### src/rtl/spi_cfg_pkg.sv
// Shared constants and types for the SPI configuration target feeding pwm_peripheral.
package spi_cfg_pkg;

    localparam logic [6:0] ADDR_EN_OUT_7_0  = 7'h00;
    localparam logic [6:0] ADDR_EN_OUT_15_8 = 7'h01;
    localparam logic [6:0] ADDR_EN_PWM_7_0  = 7'h02;
    localparam logic [6:0] ADDR_EN_PWM_15_8 = 7'h03;
    localparam logic [6:0] ADDR_PWM_DUTY    = 7'h04;

    localparam int FRAME_BITS = 16;

    // Bit counter saturates one past a full frame so overlong frames stay distinguishable.
    localparam logic [4:0] CNT_FULL = 5'd16;
    localparam logic [4:0] CNT_SAT  = 5'd17;

    typedef enum logic [1:0] {
        IDLE,
        SHIFT,
        COMMIT
    } state_t;

endpackage

### src/rtl/cdc_sync.sv
// Multi-flop synchroniser bringing one asynchronous pin into the clk domain.
module cdc_sync #(
    parameter int   STAGES    = 2,
    parameter logic RESET_VAL = 1'b0
) (
    input  logic clk,
    input  logic rst_n,
    input  logic d,
    output logic q
);

    logic [STAGES-1:0] chain;

    always_ff @(posedge clk or negedge rst_n) begin
        if (!rst_n) begin
            chain <= {STAGES{RESET_VAL}};
        end else begin
            chain <= {chain[STAGES-2:0], d};
        end
    end

    assign q = chain[STAGES-1];

endmodule

### src/rtl/spi_peripheral.sv
// Write-only SPI mode-0 target holding the five PWM configuration registers.
//   state  | meaning
//   IDLE   | waiting for a fresh nCS falling edge
//   SHIFT  | shifting COPI on SCLK rising edges, counting bits
//   COMMIT | one cycle: apply the frame if it is a valid 16-bit write
module spi_peripheral
    import spi_cfg_pkg::*;
#(
    parameter int         SYNC_STAGES = 2,
    parameter logic [6:0] MAX_ADDR    = 7'h04
) (
    input  logic       clk,
    input  logic       rst_n,
    input  logic       sclk,
    input  logic       copi,
    input  logic       ncs,
    output logic [7:0] en_reg_out_7_0,
    output logic [7:0] en_reg_out_15_8,
    output logic [7:0] en_reg_pwm_7_0,
    output logic [7:0] en_reg_pwm_15_8,
    output logic [7:0] pwm_duty_cycle,
    output logic       cfg_update
);

    logic sclk_s, copi_s, ncs_s;
    logic sclk_prev, ncs_prev;
    logic sclk_rise, ncs_rise, ncs_fall;
    logic [SYNC_STAGES:0] fill;
    logic armed;

    state_t state, state_nxt;
    logic [FRAME_BITS-1:0] shift_q, shift_nxt;
    logic [4:0] cnt_q, cnt_nxt;
    logic wr_en;

    cdc_sync #(.STAGES(SYNC_STAGES), .RESET_VAL(1'b0)) u_sync_sclk (
        .clk(clk), .rst_n(rst_n), .d(sclk), .q(sclk_s)
    );
    cdc_sync #(.STAGES(SYNC_STAGES), .RESET_VAL(1'b0)) u_sync_copi (
        .clk(clk), .rst_n(rst_n), .d(copi), .q(copi_s)
    );
    cdc_sync #(.STAGES(SYNC_STAGES), .RESET_VAL(1'b1)) u_sync_ncs (
        .clk(clk), .rst_n(rst_n), .d(ncs), .q(ncs_s)
    );

    assign sclk_rise = sclk_s & ~sclk_prev;
    assign ncs_rise  = ncs_s & ~ncs_prev;
    assign ncs_fall  = ~ncs_s & ncs_prev;

    // The ncs chain resets high, so a pin held low through reset would look like a
    // falling edge; only accept a falling edge once real pin data has shown nCS high.
    always_ff @(posedge clk or negedge rst_n) begin
        if (!rst_n) begin
            sclk_prev <= 1'b0;
            ncs_prev  <= 1'b1;
            fill      <= '0;
            armed     <= 1'b0;
        end else begin
            sclk_prev <= sclk_s;
            ncs_prev  <= ncs_s;
            fill      <= {fill[SYNC_STAGES-1:0], 1'b1};
            armed     <= armed | (fill[SYNC_STAGES] & ncs_s);
        end
    end

    always_comb begin
        state_nxt = state;
        shift_nxt = shift_q;
        cnt_nxt   = cnt_q;
        wr_en     = 1'b0;
        case (state)
            IDLE: begin
                if (ncs_fall && armed) begin
                    shift_nxt = '0;
                    cnt_nxt   = '0;
                    state_nxt = SHIFT;
                end
            end
            SHIFT: begin
                if (ncs_rise) begin
                    state_nxt = COMMIT;
                end else if (sclk_rise) begin
                    shift_nxt = {shift_q[FRAME_BITS-2:0], copi_s};
                    if (cnt_q != CNT_SAT) begin
                        cnt_nxt = cnt_q + 5'd1;
                    end
                end
            end
            COMMIT: begin
                wr_en     = (cnt_q == CNT_FULL) && shift_q[FRAME_BITS-1] &&
                            (shift_q[FRAME_BITS-2:8] <= MAX_ADDR);
                state_nxt = IDLE;
            end
            default: state_nxt = IDLE;
        endcase
    end

    always_ff @(posedge clk or negedge rst_n) begin
        if (!rst_n) begin
            state   <= IDLE;
            shift_q <= '0;
            cnt_q   <= '0;
        end else begin
            state   <= state_nxt;
            shift_q <= shift_nxt;
            cnt_q   <= cnt_nxt;
        end
    end

    always_ff @(posedge clk or negedge rst_n) begin
        if (!rst_n) begin
            en_reg_out_7_0  <= '0;
            en_reg_out_15_8 <= '0;
            en_reg_pwm_7_0  <= '0;
            en_reg_pwm_15_8 <= '0;
            pwm_duty_cycle  <= '0;
            cfg_update      <= 1'b0;
        end else begin
            cfg_update <= wr_en;
            if (wr_en) begin
                case (shift_q[FRAME_BITS-2:8])
                    ADDR_EN_OUT_7_0:  en_reg_out_7_0  <= shift_q[7:0];
                    ADDR_EN_OUT_15_8: en_reg_out_15_8 <= shift_q[7:0];
                    ADDR_EN_PWM_7_0:  en_reg_pwm_7_0  <= shift_q[7:0];
                    ADDR_EN_PWM_15_8: en_reg_pwm_15_8 <= shift_q[7:0];
                    ADDR_PWM_DUTY:    pwm_duty_cycle  <= shift_q[7:0];
                    default: ;
                endcase
            end
        end
    end

endmodule

### config.mk
export PLATFORM = sky130hd
export DESIGN_NAME = spi_peripheral
export DESIGN_NICKNAME = d
export VERILOG_FILES = /design/src/rtl/spi_cfg_pkg.sv /design/src/rtl/cdc_sync.sv /design/src/rtl/spi_peripheral.sv
export SDC_FILE = /design/constraint.sdc
export NUM_CORES = 1
export LEC_CHECK = 0
export CORE_MARGIN = 8
export CORE_UTILIZATION = 45
export CTS_CLUSTER_DIAMETER = 80
export CTS_CLUSTER_SIZE = 10
export DETAILED_ROUTE_END_ITERATION = 10
export GPL_TIMING_DRIVEN = 0
export PLACE_DENSITY = 0.68
export SETUP_SLACK_MARGIN = 0.1
export SLEW_MARGIN = 15
export SYNTH_ARGS = -nofsm -noshare
export SYNTH_HDL_FRONTEND = slang
export SYNTH_SLANG_ARGS = --single-unit
### constraint.sdc
create_clock -name clk -period 2.2 [get_ports clk]
set_input_delay 0.44 -clock clk [delete_from_list [all_inputs] [get_ports clk]]
set_output_delay 0.44 -clock clk [all_outputs]
set_load 0.01 [all_outputs]
==> impl_metrics.tcl <==
set metrics [dict create \
    status "finished, final reports clean" \
    overflow 0 \
    drt_iter0_markers 138 \
    synth_mux_area_share_pct 16.2 \
    io_buffers 45 \
    fin_nets 295 \
    yosysWarningCount 0 \
    start_util_pct 45.5 \
    gp_congestion 0.772 \
    power.leakage_uw 0.00180 \
    rr_startpoint "cnt_q[0]" \
    drtAntennaViolNets 0 \
    synth_top_family_by_area "multiplexers" \
    dp_cells 349 \
    synth_simple_gate_area_share_pct 13.4 \
    mappedNetlistNets 231 \
    netlist_top_cells_area "dfrtp_1, mux2_2, mux2_4" \
    end_kind "register" \
    synth_top_area_share_pct 60.1 \
    grtUsageTotal_pct 13.6 \
    rsz0062_at_grt "true" \
    cts_made_buffers 9 \
    grt_pass1_vias 2041 \
    fmax_ghz 0.479 \
    die_h_um 98.2 \
    cp.arrival_ns 2.31 \
    irDropWorstVdd_mv 0.432 \
    drv_slew 0 \
    hold_depth 0 \
    synth_area_sq_um 3040 \
    fin_util_pct 59.6 \
    design.die.area_sq_um 9640 \
    timing.final.crit_share_pct 95.0 \
    ctsRootBufferMaster "clkbuf_8" \
    cp.required_ns 2.42 \
    synth_compound_area_share_pct 4.57 \
    grt_pass1_wl_um 10400 \
    synth_fa_ha_area_share_pct 1.23 \
    timing.hold.ws_ns 0.347 \
    finalCriticalPeriod_ns 2.09 \
    firstDrtPassIters 4 \
    clock_skew_ns 0.00808 \
    area_growth_pct 31.1 \
    setup_slack_ns 0.111 \
    via_per_inst 5.26 \
    final_common_cell "dfrtp_1" \
    pre_cts_slack_ns 0.0170 \
    setup_viol 0 \
    grt.busiest_layer "met2" \
    grt_max_degree 62 \
    htreeDepth 3 \
    wl_um 6200 \
    r2r_slack_ns 0.11 \
    ff2ff_path_depth 7 \
    path_clk_slew_ns 0.07 \
    crit_fanout 8 \
    tightestPinTransition_ns 0.506 \
    antenna_found_initial 0 \
    hold_class "register to register" \
    die-width_um 98.2 \
    synth-seq-cells 76 \
    min_to "u_sync_copi.chain[1]" \
    diodes 0 \
    max_slew_margin_pct 65.8 \
    final_cells 371 \
    via_count 1951 \
    drive_gt1_share_pct 27.5 \
    rows 30 \
    io_pins 46 \
    synthXorXnorAreaFrac_pct 0 \
    synth_largest_area_cell "dfrtp_1" \
    cts_buffer_depth 2 \
    min_from "u_sync_copi.chain[0]" \
    insertion_delay_ns 0.34 \
    max-cap-violations 0 \
    drc_errors 0 \
    use_met2_pct 19.8 \
    seq_area_frac_synth_pct 62.7 \
    worst-setup-path-type "register to register" \
    setup-tns-final_ns 0 \
    async_flop_share_pct 100 \
    met3_usage_pct 5.41 \
    synth_cells 223 \
    synth-edff-count 0 \
    postSynthAreaPerCell_sq_um 13.6 \
    dp.final_hpwl_um 4050 \
    worst_setup_path_start_kind "register" \
    wl_per_cell_um 16.7 \
    placeableCoreArea_sq_um 6680 \
    clock_sinks 76 \
    synthFlopType "dfrtp_1" \
    cts_tree "done" \
    final-hold-violation-count 0 \
    power_density_nw_per_um2 748 \
    grtUsageMet1_pct 17.7 \
    final_cell_mix "dfrtp_1, clkdlybuf4s50_1, mux2_2, nand3_1, nand2_1" \
    netlist-cell-type-count 34 \
    rr_endpoint "en_reg_pwm_15_8[4]" \
]
synthesized netlist by cell type (all sizes together) (2+ instances only):
cell type,n
dfrtp,73
mux2,41
nand3,21
nand2,18
o21ai,16
clkbuf,6
inv,6
nor2,4
o31ai,4
dfstp,3
ha,3
nor3,3
and3,2
nand2b,2
nand4,2
nor2b,2
nor4,2
or3,2
or4,2
registers in the layout (all words and copies together), names as in the netlist:
| signal | flops |
|---|---|
| state | 2 |
| cfg_update | 1 |
| en_reg_out_15_8 | 8 |
| u_sync_ncs.chain | 2 |
| fill | 3 |
| pwm_duty_cycle | 8 |
| shift_q | 16 |
| u_sync_sclk.chain | 2 |
| en_reg_pwm_15_8 | 8 |
| armed | 1 |
| sclk_prev | 1 |
| en_reg_pwm_7_0 | 8 |
| en_reg_out_7_0 | 8 |
| ncs_prev | 1 |
| u_sync_copi.chain | 2 |
| cnt_q | 5 |
cells by family (layout without fill, tap and decap cells):
group | count (synthesis) | count (layout)
AO/OA/AOI/OAI | 24 | 24
adder cells (fa/ha/maj) | 3 | 3
buffers and inverters | 13 | 81
flip-flops | 76 | 76
multiplexers | 41 | 41
other | 1 | 1
AND/OR/NAND/NOR | 65 | 65
area by class of cell:
type                       count  area [sq um]
multi-input combinational    134          1130
clock buffer                   9           124
sequential                    76          1910
inverter                       6          22.5
tap                           80           100
clock inverter                 6           113
buffer                         7          33.8
timing repair buffer          53           559
fill                         577          2700
worst max-delay path: stages, from the launching register on:
cell,delay [ns]
dfrtp_1,0.43
inv_1,0.09
ha_2,0.16
nor4b_4,0.26
nand4_4,0.20
or3_4,0.37
buf_6,0.16
mux2_4,0.30
report_power, final:
part | total [uW] | switching (uW) | internal, uW
registers | 1490 | 50.8 | 1440
logic | 240 | 146 | 93.8
clock network | 1250 | 502 | 751
total | 2980 | 698 | 2280
worst max-delay path by stage:
stage,start,endpoint,slack [ns],cells past startpoint
3_5_place_dp,cnt_q[1],en_reg_out_15_8[5],0.02,6
5_1_grt,cnt_q[0],en_reg_pwm_7_0[3],0.03,8
2_1_floorplan,cnt_q[0],en_reg_pwm_15_8[0],0.28,7
4_1_cts,cnt_q[1],en_reg_pwm_15_8[4],0.09,7
3_3_place_gp,rst_n,en_reg_out_7_0[6],-1.96,1
6_report,cnt_q[0],en_reg_pwm_15_8[4],0.11,7
timing repair:
action | CTS | global route
buffers inserted | 3 | 3
pin swaps | 2 | 2
resized for setup | 1 | 12
endpoints found under the setup margin | 22 | 40
hold buffers | 1 | 0
endpoints found under the hold margin | 15 | 0
per-stage QoR:
step	instance area, sq um	power (uW)
after CTS	3900	3010
final	3990	2980
after global placement	3590	1730
after global routing	3990	3110
after floorplan	3040	1650
after detailed placement	3620	1750
layer usage:
metal,up-vias,wire length [um]
met5,-,0
met2,38,2960
met3,2,249
li1,919,-
met4,0,51
met1,992,2940
Power figures use the tool's default switching activity.
